<file path="config.mk">
export PLATFORM = sky130hd
export DESIGN_NAME = qspi_rx_deserializer_flat
export DESIGN_NICKNAME = d
export VERILOG_FILES = /design/src/rtl/qspi_rx_deserializer_pkg.sv /design/src/rtl/qspi_rx_deserializer_if.sv /design/src/rtl/qspi_rx_deserializer_fifo.sv /design/src/rtl/qspi_rx_deserializer.sv /design/src/flat_wrapper.sv
export SDC_FILE = /design/constraint.sdc
export NUM_CORES = 1
export LEC_CHECK = 0
export CAP_MARGIN = 10
export CORE_ASPECT_RATIO = 1.4
export CORE_MARGIN = 2
export CORE_UTILIZATION = 40
export DETAILED_ROUTE_END_ITERATION = 8
export SLEW_MARGIN = 20
export SYNTH_ARGS = -nofsm -noshare
export SYNTH_HDL_FRONTEND = slang
export SYNTH_SLANG_ARGS = --single-unit
</file>
<file path="constraint.sdc">
create_clock -name clk -period 4.9 [get_ports clk]
set_input_delay 0.49 -clock clk [delete_from_list [all_inputs] [get_ports clk]]
set_output_delay 0.49 -clock clk [all_outputs]
set_load 0.02 [all_outputs]
</file>
<file path="src/rtl/qspi_rx_deserializer_pkg.sv">
// Shared types and helpers for the QSPI read-data deserializer.
package qspi_pkg;

    typedef enum logic [1:0] {
        QSPI_SINGLE = 2'd0,
        QSPI_DUAL   = 2'd1,
        QSPI_QUAD   = 2'd2
    } qspi_mode_e;

    typedef enum logic [1:0] {
        RX_IDLE  = 2'd0,
        RX_SHIFT = 2'd1,
        RX_DONE  = 2'd2
    } rx_state_e;

    // The reserved encoding falls back to single-wire sampling.
    function automatic logic [2:0] bits_per_sample(input logic [1:0] mode);
        case (mode)
            QSPI_QUAD: return 3'd4;
            QSPI_DUAL: return 3'd2;
            default:   return 3'd1;
        endcase
    endfunction

endpackage

</file>
<file path="src/rtl/qspi_rx_deserializer_if.sv">
// Control, pin and word-stream signals between the SPI controller and the deserializer.
interface qspi_rx_deserializer_if #(
    parameter int WORD_W  = 32,
    parameter int LEN_W   = 16,
    parameter int BYTES_W = $clog2(WORD_W/8) + 1
);
    logic               start;
    logic [LEN_W-1:0]   xfer_len;
    logic [1:0]         mode;
    logic               sample_en;
    logic [3:0]         qspi_io;
    logic               hold_req;
    logic [WORD_W-1:0]  word_data;
    logic [BYTES_W-1:0] word_bytes;
    logic               word_valid;
    logic               word_ready;
    logic               busy;
    logic               done;
    logic               overflow;

    modport master (
        output start, xfer_len, mode, sample_en, qspi_io, word_ready,
        input  hold_req, word_data, word_bytes, word_valid, busy, done, overflow
    );

    modport slave (
        input  start, xfer_len, mode, sample_en, qspi_io, word_ready,
        output hold_req, word_data, word_bytes, word_valid, busy, done, overflow
    );
endinterface

</file>
<file path="src/rtl/qspi_rx_deserializer_fifo.sv">
// Synchronous show-ahead FIFO; push while full is accepted only alongside a pop.
module qspi_rx_fifo #(
    parameter int WIDTH = 35,
    parameter int DEPTH = 4,
    parameter int AW    = $clog2(DEPTH)
) (
    input  logic             clk,
    input  logic             rst,
    input  logic             push_i,
    input  logic [WIDTH-1:0] wdata_i,
    input  logic             pop_i,
    output logic [WIDTH-1:0] rdata_o,
    output logic             full_o,
    output logic             empty_o,
    output logic [AW:0]      count_o
);
    logic [WIDTH-1:0] mem_q [DEPTH];
    logic [AW-1:0]    wptr_q, rptr_q;
    logic [AW:0]      count_q;
    logic             do_push, do_pop;

    assign full_o  = (count_q == (AW+1)'(DEPTH));
    assign empty_o = (count_q == '0);
    assign count_o = count_q;
    assign rdata_o = mem_q[rptr_q];
    assign do_pop  = pop_i & ~empty_o;
    assign do_push = push_i & (~full_o | do_pop);

    always_ff @(posedge clk) begin
        if (rst) begin
            for (int i = 0; i < DEPTH; i++) mem_q[i] <= '0;
            wptr_q  <= '0;
            rptr_q  <= '0;
            count_q <= '0;
        end else begin
            if (do_push) begin
                mem_q[wptr_q] <= wdata_i;
                wptr_q        <= wptr_q + 1'b1;
            end
            if (do_pop) rptr_q <= rptr_q + 1'b1;
            count_q <= count_q + (AW+1)'(do_push) - (AW+1)'(do_pop);
        end
    end
endmodule

</file>
<file path="src/rtl/qspi_rx_deserializer.sv">
// QSPI read-data deserializer: packs 1/2/4-bit samples MSB-first into words and queues them.
module qspi_rx_deserializer
    import qspi_pkg::*;
#(
    parameter int WORD_W     = 32,
    parameter int FIFO_DEPTH = 4,
    parameter int LEN_W      = 16
) (
    input  logic                  clk,
    input  logic                  rst,
    qspi_rx_deserializer_if.slave bus
);
    localparam int BYTES_W = $clog2(WORD_W/8) + 1;
    localparam int CNT_W   = $clog2(WORD_W) + 1;
    localparam int FCNT_W  = $clog2(FIFO_DEPTH) + 1;

    rx_state_e          state_q, state_d;
    logic [1:0]         mode_q, mode_d;
    logic [LEN_W-1:0]   left_q, left_d;
    logic [CNT_W-1:0]   bits_q, bits_d, bits_nxt;
    logic [WORD_W-1:0]  sreg_q, sreg_d, sreg_nxt;
    logic               ovf_q, ovf_d;

    logic               shifting, take, drop, byte_done, last_byte, push, pop;
    logic               fifo_full, fifo_empty;
    logic [FCNT_W-1:0]  fifo_count;
    logic [BYTES_W-1:0] push_bytes;

    always_comb begin
        case (mode_q)
            QSPI_QUAD: sreg_nxt = {sreg_q[WORD_W-5:0], bus.qspi_io};
            QSPI_DUAL: sreg_nxt = {sreg_q[WORD_W-3:0], bus.qspi_io[1:0]};
            default:   sreg_nxt = {sreg_q[WORD_W-2:0], bus.qspi_io[1]};
        endcase
    end

    assign bits_nxt   = bits_q + CNT_W'(bits_per_sample(mode_q));
    assign shifting   = (state_q == RX_SHIFT);
    assign pop        = ~fifo_empty & bus.word_ready;
    // A sample that lands while full is still taken if the consumer frees a slot on that edge.
    assign take       = shifting & bus.sample_en & (~fifo_full | pop);
    assign drop       = shifting & bus.sample_en & fifo_full & ~pop;
    assign byte_done  = (bits_nxt[2:0] == 3'd0);
    assign last_byte  = byte_done & (left_q == LEN_W'(1));
    assign push       = take & ((bits_nxt == CNT_W'(WORD_W)) | last_byte);
    assign push_bytes = BYTES_W'(bits_nxt >> 3);

    assign bus.hold_req = fifo_full | ((fifo_count == FCNT_W'(FIFO_DEPTH-1)) & push);
    assign bus.busy     = shifting;
    assign bus.done     = (state_q == RX_DONE);
    assign bus.overflow = ovf_q;
    assign bus.word_valid = ~fifo_empty;

    always_comb begin
        state_d = state_q;
        mode_d  = mode_q;
        left_d  = left_q;
        bits_d  = bits_q;
        sreg_d  = sreg_q;
        ovf_d   = ovf_q | drop;
        case (state_q)
            RX_IDLE: begin
                if (bus.start) begin
                    mode_d  = bus.mode;
                    left_d  = bus.xfer_len;
                    bits_d  = '0;
                    sreg_d  = '0;
                    state_d = (bus.xfer_len == '0) ? RX_DONE : RX_SHIFT;
                end
            end
            RX_SHIFT: begin
                if (take) begin
                    // Clearing on push keeps a short final word right-aligned with zero upper bytes.
                    sreg_d = push ? '0 : sreg_nxt;
                    bits_d = push ? '0 : bits_nxt;
                    if (byte_done) left_d = left_q - 1'b1;
                    if (last_byte) state_d = RX_DONE;
                end
            end
            RX_DONE: state_d = RX_IDLE;
            default: state_d = RX_IDLE;
        endcase
    end

    always_ff @(posedge clk) begin
        if (rst) begin
            state_q <= RX_IDLE;
            mode_q  <= 2'd0;
            left_q  <= '0;
            bits_q  <= '0;
            sreg_q  <= '0;
            ovf_q   <= 1'b0;
        end else begin
            state_q <= state_d;
            mode_q  <= mode_d;
            left_q  <= left_d;
            bits_q  <= bits_d;
            sreg_q  <= sreg_d;
            ovf_q   <= ovf_d;
        end
    end

    qspi_rx_fifo #(.WIDTH(WORD_W + BYTES_W), .DEPTH(FIFO_DEPTH)) u_fifo (
        .clk     (clk),
        .rst     (rst),
        .push_i  (push),
        .wdata_i ({push_bytes, sreg_nxt}),
        .pop_i   (pop),
        .rdata_o ({bus.word_bytes, bus.word_data}),
        .full_o  (fifo_full),
        .empty_o (fifo_empty),
        .count_o (fifo_count)
    );
endmodule

</file>
<file path="src/flat_wrapper.sv">
// flat-port wrapper written by rule: the top's interface ports become plain ports
module qspi_rx_deserializer_flat import qspi_pkg::*;
#(
    parameter int WORD_W     = 32,
    parameter int FIFO_DEPTH = 4,
    parameter int LEN_W      = 16
)
  (clk, rst, bus_start, bus_xfer_len, bus_mode, bus_sample_en, bus_qspi_io, bus_word_ready, bus_hold_req, bus_word_data, bus_word_bytes, bus_word_valid, bus_busy, bus_done, bus_overflow);
  qspi_rx_deserializer_if #(.WORD_W(WORD_W), .LEN_W(LEN_W)) bus_i ();
  input  logic clk;
  input  logic rst;
  input wire logic [$bits(bus_i.start)-1:0] bus_start;
  input wire logic [$bits(bus_i.xfer_len)-1:0] bus_xfer_len;
  input wire logic [$bits(bus_i.mode)-1:0] bus_mode;
  input wire logic [$bits(bus_i.sample_en)-1:0] bus_sample_en;
  input wire logic [$bits(bus_i.qspi_io)-1:0] bus_qspi_io;
  input wire logic [$bits(bus_i.word_ready)-1:0] bus_word_ready;
  output wire logic [$bits(bus_i.hold_req)-1:0] bus_hold_req;
  output wire logic [$bits(bus_i.word_data)-1:0] bus_word_data;
  output wire logic [$bits(bus_i.word_bytes)-1:0] bus_word_bytes;
  output wire logic [$bits(bus_i.word_valid)-1:0] bus_word_valid;
  output wire logic [$bits(bus_i.busy)-1:0] bus_busy;
  output wire logic [$bits(bus_i.done)-1:0] bus_done;
  output wire logic [$bits(bus_i.overflow)-1:0] bus_overflow;
  assign bus_i.start = bus_start;
  assign bus_i.xfer_len = bus_xfer_len;
  assign bus_i.mode = bus_mode;
  assign bus_i.sample_en = bus_sample_en;
  assign bus_i.qspi_io = bus_qspi_io;
  assign bus_i.word_ready = bus_word_ready;
  assign bus_hold_req = bus_i.hold_req;
  assign bus_word_data = bus_i.word_data;
  assign bus_word_bytes = bus_i.word_bytes;
  assign bus_word_valid = bus_i.word_valid;
  assign bus_busy = bus_i.busy;
  assign bus_done = bus_i.done;
  assign bus_overflow = bus_i.overflow;
  qspi_rx_deserializer #(.WORD_W(WORD_W), .FIFO_DEPTH(FIFO_DEPTH), .LEN_W(LEN_W)) u_core (.clk(clk), .rst(rst), .bus(bus_i));
endmodule
</file>
==> impl_metrics.toml, run 1 <==
[outcome]
outcome = "completed"

[clock_tree]
cts_max_level = 1
cts_sinks = 207
insertion_delay_ps = 500
cts-resized-gates = 0
clockBufferDepth = 3
cts_tree = "done"
cts_root_buf = "clkbuf_16"
numCtsBuffers = 21
cts_setup_buffers = 0
path_clk_slew_ps = 60
cts_hold_buf = 0

[timing]
fmax_mhz = 224.7
whs_ps = 467.4
rsz0062_at_grt = "no"
period_minus_slack_ps = 4450
hold_viol_final = 0
finalSetupViolations = 0
slew_violations = 0
relSlewSlack = 0.4010
finalCritPeriodShare = 0.9081
tightest_slew_ps = 898.5
setup_tns_ps = 0
finClkSkew_ps = 6.802

[routing]
ant_nets = 0
routed_wl_mm = 22.25
first_iter_violations = 414
via_count = 6699
vias_per_cell = 5.555
wl_per_cell_um = 18.45
drc_errors = 0
first_pass_iters = 5

[power]
vdd_drop_max_uv = 252.4
p_per_area_nw_per_um2 = 415.1
power_leakage_nw = 3.519

[layout]
n_fill_cell = 2165
mostFrequentLayoutCell = "edfxtp_1"
final_cell_mix = "edfxtp_1 (140), nor3_1 (116), nor2_1 (96), dfxtp_1 (66), clkdlybuf4s50_1 (66)"
diodes = 0
nets = 921
regArea_um2 = 5547
drive_gt1_frac = 0.1138
multi_input_area_um2 = 3672
area_delta_synth_final_pct = 16.43

[floorplanning]
fp.dieH_um = 187.1
initial_core_util = 0.4038
die-area_um2 = 25220
row_count = 67
core_um2 = 23720
ios = 67
die_x_um = 134.8

[worst_setup_path]
end_kind = "output pin"
cp_data_required_time_ps = 4410
crit_path_start_kind = "flop"
cp.arrival_ps = 3960
crit_type = "flop to output pin"
critical_path.max_fanout = 5

[grt]
grt-ovfl-total = 0
antenna_found_initial = 1
grt_pass1_wl_mm = 35.68
track_usage = 0.1775
grt_pass1_vias = 6615
grt_max_degree = 68

[synth]
netlist_area_um2 = 9580
yosysTopAreaCellShare = 0.4388
synth_cell_types = 51
syn_area_per_cell_um2 = 11.35
ys_seq_area_frac = 0.5788
ys.flop_type = "edfxtp_1"
ys_async_sr_fraction = 0
syn_nets = 883
ys.warnings.count = 0
synth_edf_count = 140
ys_ff_latch = 207
netlist_instances = 844
yosysTopAreaCell = "edfxtp_1"
netlist_top_cells_area = "edfxtp_1 (44%), dfxtp_1 (14%), mux4_2 (8.2%)"

[placement]
place_hpwl_mm = 13.09
port_buffers = 66
gp_congestion = 0.7924

[min_path]
hold_path_class = "flop to flop"

[flow_run]
drv_cap = 0
critical path, stage by stage, from the launching register on:
cell and delay (ps):
dfxtp_1 370, inv_1 90, ha_2 320, ha_1 180, nor2b_1 140, o211ai_1 120, and3b_1 230, or4_1 600
a21boi_0 560, a32o_1 260, clkdlybuf4s50_1 590
power by group:
| group | switching [mW] | internal (mW) | total [mW] |
|---|---|---|---|
| registers | 0.0834 | 1.94 | 2.03 |
| clock network | 0.659 | 0.960 | 1.62 |
| logic | 0.503 | 0.481 | 0.984 |
through the flow:
| stage | setup WS, ps | util | instances | cell area (µm²) | power (mW) |
|---|---|---|---|---|---|
| floorplan | 1256 | - | 844 | 9580 | 2.683 |
| global placement | 911.0 | 0.4412 | 1169 | 10470 | 3.060 |
| detailed placement | 804.5 | 0.4412 | 1169 | 10470 | 3.067 |
| CTS | 424.5 | 0.4702 | 1206 | 11150 | 4.687 |
| global route | 169.4 | 0.4702 | 1206 | 11150 | 4.822 |
| finish | 450.1 | 0.4702 | 1206 | 11150 | 4.630 |
worst paths after layout:
path	endpoint	depth (start not counted)	slack [ps]	startpoint
setup reg to reg	u_core.u_fifo.count_o[2]	16	800	u_core.mode_q[0]
hold / removal	u_core.sreg_q[30]	2	470	u_core.sreg_q[30]
hold reg to reg	u_core.sreg_q[30]	2	470	u_core.sreg_q[30]
setup / recovery	bus_hold_req	10	450	u_core.mode_q[0]
layer usage:
metal  vias up  track usage  part of all wire
met2       125       0.3175              0.53
met4         2      0.05789             0.021
met5         -            0           0.00054
met3        34      0.02737             0.048
li1       3268            -                 -
met1      3270       0.2172              0.40
sequential cells by signal, summed over array words and instances (netlist names), named ones only:
register / count
u_core.u_fifo.mem_q: 140
u_core.bits_q: 6
u_core.u_fifo.wptr_q: 2
u_core.sreg_q: 31
u_core.state_q: 2
u_core.left_q: 16
u_core.bus.overflow: 1
u_core.u_fifo.count_o: 3
u_core.mode_q: 2
u_core.u_fifo.rptr_q: 2
synthesized netlist by cell type, types with 2 or more instances:
master    number
a31o_2         5
o211ai_1       2
nand4_1        2
nor3b_1        3
nor2_1        96
or3_1          5
nor4_1         7
xor2_1         3
nor3_1       117
edfxtp_1     140
a21o_1         6
buf_2          2
mux2_2         2
a21oi_1       60
a22oi_1       32
nor2b_1        7
xnor2_1        6
o21ai_0       20
mux4_2        35
nand2_1       59
ha_1          11
o31ai_1       34
o32ai_1        2
inv_1         15
a31oi_1        3
dfxtp_1       67
nand3_1        8
buf_6          7
nand2b_1       3
or4_1          3
clkbuf_1      50
buf_1         10
a211oi_1       4
cell families after synthesis:
kind of cell,after synthesis,share of synthesized area
adders and majority gates,12,0.01646
xor gates and xnor gates,9,0.008228
and+or+nand+nor,319,0.1548
AOI/OAI and AO/OA,175,0.1177
DFF,207,0.5788
muxes,37,0.08463
buffers and inverters,85,0.03944
cell type report:
type	instances	area share
well taps	310	0.03477
flip-flops and latches	207	0.4973
clock buffers	25	0.04936
multi-input cells	552	0.3292
clock inverters	12	0.01234
inverters	15	0.005048
repair buffers	85	0.07201
Power figures use the tool's default switching activity.
==> run 2: changes to the inputs <==
Clock period 4.9 ns to 4.7 ns, I/O delays scaled along.
==> impl_metrics.toml, run 2 (synthesis results as in run 1) <==
[power]
power_leakage_nw = 3.533
p_per_area_nw_per_um2 = 431.3
p_int_mw = 3.526
vdd_drop_max_uv = 209.5
p_clk_frac = 0.349
netSwitchingPower_mw = 1.293
netSwitchingFraction = 0.2684
power_frac_seq = 0.436
combinationalPowerShare = 0.214

[worst_setup_path]
r2r-end = "u_core.u_fifo.mem_q[1][9]"
endpoint = "bus_hold_req"
crit_type = "flop to output pin"
cp_data_required_time_ps = 4230
r2r_slack_ps = 950
startpoint = "u_core.mode_q[0]"
r2r-start = "u_core.mode_q[0]"
crit_path_start_kind = "flop"
critical_path.max_fanout = 5
reg2reg_depth = 10
end_kind = "output pin"
cp.arrival_ps = 3630

[layout]
nets = 923
diodes = 0
n_fill_cell = 2187
mostFrequentLayoutCell = "edfxtp_1"
largest_reg_flops = 140
top_register = "u_core.u_fifo.mem_q"
area_delta_synth_final_pct = 16.63
drive_gt1_frac = 0.1192
stdcell_count = 1208
reg_top3 = "u_core.u_fifo.mem_q x140, u_core.sreg_q x31, u_core.left_q x16"
final_cell_mix = "edfxtp_1 (140), nor3_1 (116), nor2_1 (96), dfxtp_1 (66), clkdlybuf4s50_1 (66)"

[placement]
placed_cells = 1171
gp_congestion = 0.7954
place_hpwl_mm = 13.16
port_buffers = 66

[timing]
slew_violations = 0
setup_tns_ps = 0
period_minus_slack_ps = 4103
finalCritPeriodShare = 0.8729
finClkSkew_ps = 14.57
relSlewSlack = 0.3844
tightest_slew_ps = 920.1
hold_viol_final = 0
rsz0062_at_grt = "no"
finalSetupViolations = 0
fmax_mhz = 243.7

[grt]
antenna_found_initial = 1
grt_pass1_vias = 6846
grt_pass1_wl_mm = 35.90
track_usage = 0.1778
grt-ovfl-total = 0
grt_max_degree = 65

[clock_tree]
path_clk_slew_ps = 60
insertion_delay_ps = 500
numCtsBuffers = 21
cts_root_buf = "clkbuf_16"
cts_tree = "done"
clockBufferDepth = 3
cts_sinks = 207
cts-resized-gates = 0
cts_hold_buf = 0
cts_setup_buffers = 0
cts_max_level = 1

[routing]
via_count = 6773
first_pass_iters = 4
ant_nets = 0
first_iter_violations = 388
drc_errors = 0
wl_per_cell_um = 18.12
vias_per_cell = 5.607
routed_wl_mm = 21.89

[flow_run]
drv_cap = 0

[floorplanning]
die_x_um = 134.8
fp.dieH_um = 187.1
ios = 67
die-area_um2 = 25220
initial_core_util = 0.4038
row_count = 67
core_um2 = 23720

[min_path]
hold_path_class = "flop to flop"

[outcome]
outcome = "completed"
## run 2: cell count changes in the layout (fill, tap and decap cells not counted), sizes merged
cell      before  now
clkbuf        25   27
bufinv         3    2
clkinvlp       1    2
clkinv         8    6
buf           19   21
## run 2: metrics by stage
step	setup slack (ps)	area (µm²)	total power, mW	hold WS (ps)	utilization
2_1_floorplan	1056	9580	2.796	425.4	-
3_3_place_gp	983.6	10480	3.192	436.0	0.4418
3_5_place_dp	931.0	10480	3.195	444.8	0.4418
4_1_cts	545.8	11170	4.873	459.9	0.4710
5_1_grt	309.8	11170	5.025	496.7	0.4710
6_report	597.4	11170	4.819	462.8	0.4710
## run 2: worst max-delay path: stages (launching register included)
cell and delay [ps]:
dfxtp_1 360, inv_1 90, ha_2 330, ha_1 180
nor2b_1 140, o211ai_1 110, and3b_1 230, or4_1 600
a21boi_0 190, buf_4 160, a32o_1 170, clkdlybuf4s50_1 600
## run 2: worst min path at each step
stage                           start           endpoint  slack, ps  cells after the start
finish              u_core.sreg_q[30]  u_core.sreg_q[30]        460                      2
global route        u_core.sreg_q[29]  u_core.sreg_q[29]        500                      2
CTS                 u_core.sreg_q[30]  u_core.sreg_q[30]        460                      2
detailed placement  u_core.sreg_q[30]  u_core.sreg_q[30]        440                      2
global placement    u_core.sreg_q[30]  u_core.sreg_q[30]        440                      2
floorplan           u_core.sreg_q[30]  u_core.sreg_q[30]        430                      2
## run 2: cell type report
class                           count  area (µm²)  share of cell area
Sequential cell                   207        5547              0.4964
Multi-Input combinational cell    552        3672              0.3287
Timing Repair Buffer               87       818.3             0.07324
Clock buffer                       27       588.1             0.05263
Tap cell                          310       387.9             0.03471
Clock inverter                     10       103.9            0.009295
Inverter                           15       56.30            0.005039
## run 2: power by group through the flow
stage / sequential [mW] / combinational, mW / clock (mW)
3_3_place_gp: 2.14 / 1.05 / 0
5_1_grt: 2.12 / 1.12 / 1.79
3_5_place_dp: 2.15 / 1.05 / 0
6_report: 2.10 / 1.03 / 1.68
2_1_floorplan: 2.10 / 0.696 / 0
4_1_cts: 2.11 / 1.05 / 1.71
## run 2: per-layer routing
layer / routed length (µm) / up-vias / GRT usage
met4: 599 / 2 / 0.06478
li1: - / 3274 / -
met5: 12 / - / 0
met2: 11600 / 119 / 0.3223
met3: 876 / 45 / 0.02547
met1: 8805 / 3333 / 0.2118
==> run 3: changes to the inputs <==
Settings changed: CORE_MARGIN 2 to 4, CORE_UTILIZATION 40 to 58, PLACE_DENSITY from default to 0.79.
==> impl_metrics.toml, run 3 (synthesis results as in run 1) <==
[outcome]
outcome = "completed"

[clock_tree]
cts_setup_buffers = 0
insertion_delay_ps = 490
cts_max_level = 1
path_clk_slew_ps = 70
numCtsBuffers = 19
cts_tree = "done"
cts-resized-gates = 0
cts_hold_buf = 0
cts_root_buf = "clkbuf_16"
clockBufferDepth = 3
cts_sinks = 207

[layout]
reg_top3 = "u_core.u_fifo.mem_q x140, u_core.sreg_q x31, u_core.left_q x16"
top_register = "u_core.u_fifo.mem_q"
largest_reg_flops = 140
drive_gt1_frac = 0.1122
final_cell_mix = "edfxtp_1 (140), nor3_1 (116), nor2_1 (96), dfxtp_1 (66), clkdlybuf4s50_1 (66)"
area_delta_synth_final_pct = 14.43
stdcell_area_um2 = 10960
mostFrequentLayoutCell = "edfxtp_1"
diodes = 0
nets = 918
n_fill_cell = 1121

[worst_setup_path]
crit_type = "flop to output pin"
critPathTopFamily = "simple AND/OR/NAND/NOR gates"
cp_data_required_time_ps = 4230
critPathMaxStageDelay_ps = 600
cp.arrival_ps = 3970
crit_path_cell_trace = "inv_1, ha_2, ha_1, nor2b_1, o211ai_1, and3b_1, or4_1, a21boi_0, a32o_1, clkdlybuf4s50_1"
crit_buf_inv = 2
critical_path.max_fanout = 5
crit_path_start_kind = "flop"
end_kind = "output pin"
critPathSlowestCell = "or4_1"

[floorplanning]
row_count = 55
initial_core_util = 0.5924
ios = 67
die-area_um2 = 18670
core_um2 = 16170
fp.dieH_um = 160.1
die_x_um = 116.6

[grt]
grt_pass1_wl_mm = 35.20
grt_pass1_vias = 6976
use_met3 = 0.03146
use_met1 = 0.2821
antenna_found_initial = 0
grt-ovfl-total = 0
track_usage = 0.2359
grt_max_degree = 65
grt.busiest_layer = "met2"
grt_use_met2 = 0.4326

[power]
p_int_mw = 3.464
power_leakage_nw = 3.489
power_frac_seq = 0.448
combinationalPowerShare = 0.213
p_clk_frac = 0.339
vdd_drop_max_uv = 402.7
p_per_area_nw_per_um2 = 431.8
netSwitchingFraction = 0.2681
p_total_mw = 4.734
netSwitchingPower_mw = 1.269

[placement]
port_buffers = 66
gp_congestion = 0.8838
place_hpwl_mm = 13.26
placed_area_um2 = 10320

[timing]
rsz0062_at_grt = "no"
slew_violations = 0
fmax_mhz = 225.2
finalCritPeriodShare = 0.9449
finClkSkew_ps = 14.00
hold_viol_final = 0
tightest_slew_ps = 909.8
finalSetupViolations = 0
relSlewSlack = 0.3934
period_minus_slack_ps = 4441
setup_tns_ps = 0

[routing]
first_iter_violations = 544
drc_errors = 0
routed_wl_mm = 21.69
vias_per_cell = 6.393
first_pass_iters = 6
ant_nets = 0
wl_per_cell_um = 19.90
via_count = 6968

[min_path]
hold_path_class = "flop to flop"

[flow_run]
drv_cap = 0
[run 3: layout make-up]
cell class                 instances  area (µm²)  share of cell area
timing repair buffer              84       795.8             0.07259
multi-input combinational        552        3672              0.3350
inverter                          15       56.30            0.005136
sequential                       207        5547              0.5059
clock inverter                    11       136.4             0.01244
tap                              199       249.0             0.02271
clock buffer                      22       506.7             0.04622
[run 3: tightest hold or removal path, delay by kind of cell (launching register included)]
kind | cells | cell delay, ps
AO/OA/AOI/OAI | 1 | 60
flip-flops | 1 | 320
AND/OR/NAND/NOR | 1 | 60
[run 3: power groups by stage]
stage,clock [mW],sequential [mW],combinational (mW)
2_1_floorplan,0,2.10,0.696
3_3_place_gp,0,2.15,0.990
3_5_place_dp,0,2.16,1.01
4_1_cts,1.61,2.12,1.02
5_1_grt,1.70,2.14,1.08
6_report,1.60,2.12,1.01
[run 3: final timing paths]
| path | from | to | slack (ps) | cells after the start |
|---|---|---|---|---|
| max | u_core.mode_q[0] | bus_hold_req | 260 | 10 |
| min | u_core.bits_q[2] | u_core.bits_q[2] | 480 | 2 |
| min reg2reg | u_core.bits_q[2] | u_core.bits_q[2] | 480 | 2 |
| max reg2reg | u_core.mode_q[0] | u_core.u_fifo.count_o[2] | 600 | 16 |
[run 3: routing by layer]
metal	wire (µm)	up-vias
met5	0	-
met1	7909	3391
met4	574	0
met3	1323	41
met2	11880	274
li1	-	3262
[run 3: stage by stage]
step | cells | hold WS, ps | utilization | setup slack (ps)
after global placement | 1057 | 435.7 | 0.6381 | 780.4
final | 1090 | 482.0 | 0.6779 | 258.8
after detailed placement | 1057 | 474.2 | 0.6381 | 604.4
after floorplan | 844 | 425.4 | - | 1056
after CTS | 1090 | 483.0 | 0.6779 | 235.7
after global routing | 1090 | 503.7 | 0.6779 | 40.54
